==> config.mk <==
export PLATFORM = sky130hd
export DESIGN_NAME = conv2d
export DESIGN_NICKNAME = d
export VERILOG_FILES = /design/src/rtl/conv2d.sv
export SDC_FILE = /design/constraint.sdc
export NUM_CORES = 2
export LEC_CHECK = 0
export CORE_AREA = 4 4 560 562
export DETAILED_ROUTE_END_ITERATION = 10
export DIE_AREA = 0 0 564 566
export HOLD_SLACK_MARGIN = 0.1
export PLACE_DENSITY = 0.34
export SLEW_MARGIN = 25
export SYNTH_ARGS = -nofsm -noshare
export SYNTH_HDL_FRONTEND = slang
export SYNTH_SLANG_ARGS = --single-unit
export TNS_END_PERCENT = 1
==> constraint.sdc <==
create_clock -name clk -period 27.1 [get_ports clk]
set_clock_uncertainty 0.1 [all_clocks]
set_input_delay 5.42 -clock clk [delete_from_list [all_inputs] [get_ports clk]]
set_output_delay 5.42 -clock clk [all_outputs]
set_load 0.05 [all_outputs]
==> src/rtl/conv2d.sv <==
// conv2d: direct 2-D convolution over a flat input tensor, one multiply-accumulate per cycle.
// Latency: IC*K*K+2 cycles per output element; done after OUT_SIZE of them, then holds until reset.
// No backpressure: inputs are sampled live and must stay stable until done. Optional ReLU: CONV2D_RELU_EN.
module conv2d #(
  parameter int BATCH_SIZE   = 1,
  parameter int IN_CHANNELS  = 2,
  parameter int OUT_CHANNELS = 1,
  parameter int IN_HEIGHT    = 4,
  parameter int IN_WIDTH     = 4,
  parameter int KERNEL_SIZE  = 2,
  parameter int STRIDE       = 2,
  parameter int PADDING      = 0,
  parameter int DATA_WIDTH   = 32,
  localparam int OUT_H    = (IN_HEIGHT + 2*PADDING - KERNEL_SIZE) / STRIDE + 1,
  localparam int OUT_W    = (IN_WIDTH  + 2*PADDING - KERNEL_SIZE) / STRIDE + 1,
  localparam int OUT_SIZE = BATCH_SIZE * OUT_CHANNELS * OUT_H * OUT_W
) (
  input  logic                                                          clk,
  input  logic                                                          rst_n,
  input  logic [BATCH_SIZE*IN_CHANNELS*IN_HEIGHT*IN_WIDTH*DATA_WIDTH-1:0] input_tensor_flat,
  input  logic [OUT_CHANNELS*IN_CHANNELS*KERNEL_SIZE*KERNEL_SIZE*DATA_WIDTH-1:0] weights_flat,
  input  logic [OUT_CHANNELS*DATA_WIDTH-1:0]                            bias_flat,
  output logic [OUT_SIZE*DATA_WIDTH-1:0]                                output_tensor_flat,
  output logic                                                          done
);

  typedef enum logic [1:0] {INIT, MAC, WRITE, DONE} state_t;

  state_t                         state_q, state_d;
  logic [31:0]                    kx_q, kx_d, ky_q, ky_d, ic_q, ic_d;
  logic [31:0]                    ox_q, ox_d, oy_q, oy_d, oc_q, oc_d, b_q, b_d;
  logic [DATA_WIDTH-1:0]          acc_q, acc_d;
  logic [OUT_SIZE*DATA_WIDTH-1:0] out_q, out_d;
  logic                           done_q, done_d;

  int                    iy, ix, in_idx, w_idx, out_idx;
  logic                  tap_vld;
  logic [DATA_WIDTH-1:0] in_val, w_val, prod, res;

  // Current tap: locate the input pixel (zero when it falls in the padding border) and its weight.
  always_comb begin
    iy      = int'(oy_q) * STRIDE + int'(ky_q) - PADDING;
    ix      = int'(ox_q) * STRIDE + int'(kx_q) - PADDING;
    tap_vld = (iy >= 0) && (iy < IN_HEIGHT) && (ix >= 0) && (ix < IN_WIDTH);
    in_idx  = tap_vld ? ((int'(b_q) * IN_CHANNELS + int'(ic_q)) * IN_HEIGHT + iy) * IN_WIDTH + ix : 0;
    w_idx   = ((int'(oc_q) * IN_CHANNELS + int'(ic_q)) * KERNEL_SIZE + int'(ky_q)) * KERNEL_SIZE
              + int'(kx_q);
    out_idx = ((int'(b_q) * OUT_CHANNELS + int'(oc_q)) * OUT_H + int'(oy_q)) * OUT_W + int'(ox_q);
    in_val  = tap_vld ? input_tensor_flat[in_idx*DATA_WIDTH +: DATA_WIDTH] : '0;
    w_val   = weights_flat[w_idx*DATA_WIDTH +: DATA_WIDTH];
    // Low DATA_WIDTH bits of a two's-complement product do not depend on signedness.
    prod    = in_val * w_val;
`ifdef CONV2D_RELU_EN
    res     = acc_q[DATA_WIDTH-1] ? '0 : acc_q;
`else
    res     = acc_q;
`endif
  end

  // Sequencer: bias load, tap walk (kx fastest), output store and output-index advance.
  always_comb begin
    state_d = state_q;
    kx_d    = kx_q;
    ky_d    = ky_q;
    ic_d    = ic_q;
    ox_d    = ox_q;
    oy_d    = oy_q;
    oc_d    = oc_q;
    b_d     = b_q;
    acc_d   = acc_q;
    out_d   = out_q;
    done_d  = done_q;
    case (state_q)
      INIT: begin
        acc_d   = bias_flat[int'(oc_q)*DATA_WIDTH +: DATA_WIDTH];
        state_d = MAC;
      end
      MAC: begin
        acc_d = acc_q + prod;
        if (kx_q == 32'(KERNEL_SIZE - 1)) begin
          kx_d = '0;
          if (ky_q == 32'(KERNEL_SIZE - 1)) begin
            ky_d = '0;
            if (ic_q == 32'(IN_CHANNELS - 1)) begin
              ic_d    = '0;
              state_d = WRITE;
            end else begin
              ic_d = ic_q + 32'd1;
            end
          end else begin
            ky_d = ky_q + 32'd1;
          end
        end else begin
          kx_d = kx_q + 32'd1;
        end
      end
      WRITE: begin
        out_d[out_idx*DATA_WIDTH +: DATA_WIDTH] = res;
        state_d = INIT;
        if (ox_q == 32'(OUT_W - 1)) begin
          ox_d = '0;
          if (oy_q == 32'(OUT_H - 1)) begin
            oy_d = '0;
            if (oc_q == 32'(OUT_CHANNELS - 1)) begin
              oc_d = '0;
              if (b_q == 32'(BATCH_SIZE - 1)) begin
                b_d     = '0;
                state_d = DONE;
                done_d  = 1'b1;
              end else begin
                b_d = b_q + 32'd1;
              end
            end else begin
              oc_d = oc_q + 32'd1;
            end
          end else begin
            oy_d = oy_q + 32'd1;
          end
        end else begin
          ox_d = ox_q + 32'd1;
        end
      end
      DONE:    state_d = DONE;
      default: state_d = INIT;
    endcase
  end

  // State register; reset clears every result and counter so a restart begins at output 0.
  always_ff @(posedge clk or negedge rst_n) begin
    if (!rst_n) begin
      state_q <= INIT;
      kx_q    <= '0;
      ky_q    <= '0;
      ic_q    <= '0;
      ox_q    <= '0;
      oy_q    <= '0;
      oc_q    <= '0;
      b_q     <= '0;
      acc_q   <= '0;
      out_q   <= '0;
      done_q  <= 1'b0;
    end else begin
      state_q <= state_d;
      kx_q    <= kx_d;
      ky_q    <= ky_d;
      ic_q    <= ic_d;
      ox_q    <= ox_d;
      oy_q    <= oy_d;
      oc_q    <= oc_d;
      b_q     <= b_d;
      acc_q   <= acc_d;
      out_q   <= out_d;
      done_q  <= done_d;
    end
  end

  assign output_tensor_flat = out_q;
  assign done               = done_q;

endmodule

==> metrics.txt <==
# TYPE chip_impl_metric gauge
chip_impl_info{name="timing.critical_path.from_type",value="flip-flop"} 1
chip_impl_metric{name="postSynthRegisterBits",unit=""} 387
chip_impl_metric{name="max_cap_viol_count",unit=""} 0
chip_impl_metric{name="min_period_over_period",unit="%"} 57.8
chip_impl_metric{name="worst_ep_required_time",unit="ps"} 27490
chip_impl_metric{name="slew_viol_final",unit=""} 0
chip_impl_info{name="yosys_most_used_dff",value="sky130_fd_sc_hd__dfrtp_1"} 1
chip_impl_metric{name="grt_overflow_total",unit=""} 0
chip_impl_metric{name="post-route-min-period",unit="ps"} 15650
chip_impl_metric{name="die_w",unit="um"} 564
chip_impl_metric{name="ys.warnings.count",unit=""} 0
chip_impl_metric{name="worst_setup_hold_path_clk_slew",unit="ps"} 60
chip_impl_metric{name="seq_area",unit="sq um"} 9690
chip_impl_metric{name="critical_path_peak_fanout",unit=""} 18
chip_impl_metric{name="critical_path_buf_inv_count",unit=""} 6
chip_impl_metric{name="synth_cell_types",unit=""} 107
chip_impl_metric{name="timing.critical_path.arrival",unit="ps"} 16040
chip_impl_metric{name="achievable-frequency",unit="MHz"} 63.9
chip_impl_metric{name="setup-tns-final",unit="ps"} 0
chip_impl_metric{name="synth_enable_flop_cells",unit=""} 0
chip_impl_metric{name="layout.cell_area.non_filler",unit="sq um"} 76000
chip_impl_metric{name="num_io_pins",unit=""} 1443
chip_impl_metric{name="finalSetupViolations",unit=""} 0
chip_impl_metric{name="worst_pin_slew",unit="ps"} 1190
chip_impl_metric{name="grt_antenna_before_repair",unit=""} 213
chip_impl_metric{name="core",unit="sq um"} 308000
chip_impl_metric{name="grt_use_met1",unit="%"} 34.2
chip_impl_metric{name="dieArea",unit="sq um"} 319000
chip_impl_metric{name="place.port_buffers",unit=""} 1442
chip_impl_metric{name="cts_resizes",unit=""} 0
chip_impl_metric{name="place.detailed.hpwl",unit="um"} 392000
chip_impl_metric{name="netlist_area",unit="sq um"} 53800
chip_impl_info{name="timing.critical_path.max_delay_family",value="adder cells"} 1
chip_impl_metric{name="num_vias",unit=""} 57200
chip_impl_metric{name="irDropWorstVdd",unit="mV"} 0.533
chip_impl_info{name="timing.critical_path.mode_cell",value="sky130_fd_sc_hd__fa_1"} 1
chip_impl_metric{name="die_height",unit="um"} 566
chip_impl_metric{name="postLayoutCoreUtil",unit="%"} 24.6
chip_impl_metric{name="placed_cells_incl_taps",unit=""} 11600
chip_impl_info{name="slowest_stage",value="sky130_fd_sc_hd__nor3_2"} 1
chip_impl_metric{name="yosys.area.top_type_share",unit="%"} 18.0
chip_impl_info{name="endpoint_kind",value="flip-flop"} 1
chip_impl_metric{name="ctsHtreeMaxLevel",unit=""} 2
chip_impl_metric{name="finalPower",unit="mW"} 11.3
chip_impl_metric{name="finalHoldViolCount",unit=""} 0
chip_impl_info{name="crit_type",value="flip-flop to flip-flop"} 1
chip_impl_info{name="synthMostInstantiatedCell",value="sky130_fd_sc_hd__inv_1"} 1
chip_impl_metric{name="post_syn_instances",unit=""} 6155
chip_impl_metric{name="cellPowerDensity",unit="nW/um^2"} 148
chip_impl_metric{name="sequential_share_of_power",unit="%"} 7.5
chip_impl_info{name="synth_area_leaders",value="sky130_fd_sc_hd__dfrtp_1 (18%), sky130_fd_sc_hd__fa_1 (17%), sky130_fd_sc_hd__ha_1 (6.6%), sky130_fd_sc_hd__mux4_2 (4.8%), sky130_fd_sc_hd__xnor2_1 (4.8%)"} 1
chip_impl_metric{name="max_stage_delay",unit="ps"} 910
chip_impl_info{name="status",value="finished, final reports clean"} 1
chip_impl_metric{name="gr-usage-met3",unit="%"} 7.18
chip_impl_metric{name="final_net_count",unit=""} 9549
chip_impl_metric{name="cts.hold.buffers_added",unit=""} 0
chip_impl_metric{name="number_of_optimization_iterations_in_the_first_detailed_route_pass",unit=""} 6
chip_impl_metric{name="detail_route.drc_violations",unit=""} 0
chip_impl_metric{name="synth.yosys.seq_area_share",unit="%"} 18.0
chip_impl_metric{name="drt_wl_total",unit="um"} 456000
chip_impl_metric{name="clk_latency",unit="ps"} 640
chip_impl_info{name="synth_area_leader_cell",value="sky130_fd_sc_hd__dfrtp_1"} 1
chip_impl_metric{name="row_count",unit=""} 204
chip_impl_metric{name="vias_per_cell",unit=""} 4.85
chip_impl_metric{name="grt_use_total",unit="%"} 27.6
chip_impl_metric{name="flip_flop_count_of_the_largest_register_after_layout",unit=""} 128
chip_impl_metric{name="postSynthNetCount",unit=""} 8199
chip_impl_metric{name="power.share.combinational",unit="%"} 86.0
chip_impl_metric{name="pwr-share-clk",unit="%"} 6.5
chip_impl_metric{name="drt_iter0_drc",unit=""} 5236
chip_impl_metric{name="grt_pass1_wl",unit="um"} 588000
chip_impl_metric{name="routed_wire_length_per_instance",unit="um"} 38.7
chip_impl_metric{name="timing.max_slew.rel_slack",unit="%"} 20.1
chip_impl_metric{name="power.switching_fraction",unit="%"} 54.2
chip_impl_metric{name="netSwitchingPower",unit="mW"} 6.10
chip_impl_info{name="post_synth_most_frequent_cells",value="sky130_fd_sc_hd__inv_1 (665), sky130_fd_sc_hd__nand2_1 (599), sky130_fd_sc_hd__nor2_1 (552)"} 1
chip_impl_info{name="min-delay-path-class",value="flip-flop to flip-flop"} 1
chip_impl_metric{name="multiInputGateArea",unit="sq um"} 40700
chip_impl_metric{name="nFillCells",unit=""} 33900
chip_impl_metric{name="leakagePower",unit="nW"} 31.4
chip_impl_metric{name="numClockSinks",unit=""} 387
chip_impl_metric{name="initial_core_util",unit="%"} 17.4
chip_impl_metric{name="global_route.usage.met2",unit="%"} 45.1
chip_impl_info{name="rsz0062_at_grt",value="no"} 1
chip_impl_metric{name="ant_nets",unit=""} 0
chip_impl_metric{name="cts_buffers",unit=""} 53
chip_impl_metric{name="area_growth_syn_to_layout",unit="%"} 41.3
chip_impl_metric{name="post-cts-setup-buffers",unit=""} 0
chip_impl_metric{name="async_flop_share",unit="%"} 100
chip_impl_info{name="tritoncts",value="built"} 1
chip_impl_metric{name="placed_area",unit="sq um"} 73900
chip_impl_metric{name="internal_power",unit="mW"} 5.16
chip_impl_info{name="ctsRootBufferMaster",value="sky130_fd_sc_hd__clkbuf_16"} 1
chip_impl_info{name="global_routing_s_busiest_layer",value="met2"} 1
chip_impl_metric{name="first_global_vias",unit=""} 57900
chip_impl_metric{name="fin_cells",unit=""} 11800
chip_impl_metric{name="cts_buffer_depth",unit=""} 3
chip_impl_metric{name="layout-drive-gt1-share",unit="%"} 9.57
chip_impl_metric{name="place.gp.congestion",unit=""} 0.961
chip_impl_metric{name="postSynthAreaPerCell",unit="sq um"} 8.74
chip_impl_metric{name="grt_max_degree",unit=""} 144
## worst paths after layout
check / slack, ps / from / cells past startpoint / end
max: 11450 / kx_q[1]$_DFFE_PN0P_ / 42 / acc_q[31]$_DFFE_PN0P_
min reg2reg: 380 / done$_DFFE_PN0P_ / 1 / done$_DFFE_PN0P_
max reg2reg: 11450 / kx_q[1]$_DFFE_PN0P_ / 42 / acc_q[31]$_DFFE_PN0P_
min in group asynchronous: 4810 / rst_n / 1 / output_tensor_flat[107]$_DFFE_PN0P_
max in group asynchronous: 20610 / rst_n / 2 / output_tensor_flat[69]$_DFFE_PN0P_
min: 380 / done$_DFFE_PN0P_ / 1 / done$_DFFE_PN0P_
## power groups by stage
stage	combinational, mW	sequential (mW)	clock, mW
floorplan	6.08	1.13	0
global placement	9.77	0.854	0
detailed placement	9.71	0.858	0
CTS	9.79	0.848	0.761
global route	10.6	0.859	0.778
finish	9.68	0.846	0.731
## cell usage in the layout (no fill, tap or decap), types with 77 or more instances in the layout
master | netlist | routed
sky130_fd_sc_hd__fa_1 | 447 | 445
sky130_fd_sc_hd__nor2_1 | 552 | 543
sky130_fd_sc_hd__mux4_2 | 115 | 115
sky130_fd_sc_hd__nor4_1 | 87 | 83
sky130_fd_sc_hd__inv_1 | 665 | 663
sky130_fd_sc_hd__a21oi_1 | 274 | 265
sky130_fd_sc_hd__nand4_1 | 94 | 94
sky130_fd_sc_hd__xnor2_1 | 292 | 290
sky130_fd_sc_hd__xor2_1 | 92 | 91
sky130_fd_sc_hd__dfrtp_1 | 387 | 385
sky130_fd_sc_hd__nand2b_1 | 83 | 83
sky130_fd_sc_hd__mux2i_1 | 216 | 213
sky130_fd_sc_hd__nand2_1 | 599 | 597
sky130_fd_sc_hd__clkdlybuf4s50_1 | 0 | 1441
sky130_fd_sc_hd__mux2_2 | 173 | 173
sky130_fd_sc_hd__diode_2 | 0 | 116
sky130_fd_sc_hd__and3_1 | 77 | 77
sky130_fd_sc_hd__nor3_1 | 104 | 97
sky130_fd_sc_hd__nand3_1 | 194 | 192
sky130_fd_sc_hd__ha_1 | 283 | 280
sky130_fd_sc_hd__o21ai_0 | 169 | 167
sky130_fd_sc_hd__buf_4 | 10 | 165
## routing by layer
layer	vias to the layer above	part of all wire, %
met5	-	0.13
met4	100	4.7
met3	634	8.1
met2	2712	47
met1	29400	41
li1	24300	-
## final cells by class
class                      instances  area share, %
antenna                          116          0.382
clock buffer                      80           2.02
clock inverter                    17          0.315
inverter                         668           3.31
multi-input combinational       4779           53.6
sequential                       387           12.8
tap                             4120           6.79
timing repair buffer            1616           20.8
## cells by family after synthesis
logic type      count (synthesis)  share of synthesized area (%)
xor+xnor                      397                           6.80
simple gates                 2047                           18.3
fa+ha+maj                     730                           23.2
buf+inv                       989                           7.13
flops                         387                           18.0
mux                           504                           12.5
compound gates               1101                           14.1
## worst register-to-register path: cells and delay by family (launching register included)
| family | cells | cell delay [ps] |
|---|---|---|
| XOR/XNOR | 11 | 2720 |
| AO/OA/AOI/OAI | 7 | 3010 |
| adder cells (fa/ha/maj) | 10 | 4670 |
| buffers and inverters | 6 | 1360 |
| multiplexers | 1 | 150 |
| AND/OR/NAND/NOR | 7 | 2930 |
| flip-flops | 1 | 560 |
## stage by stage
step	worst slack [ps]	hold slack (ps)
2_1_floorplan	13320	343
3_3_place_gp	11270	354
3_5_place_dp	11260	360
4_1_cts	11460	375
5_1_grt	10860	388
6_report	11450	377
Note: power is estimated with default switching activity, not from simulation.
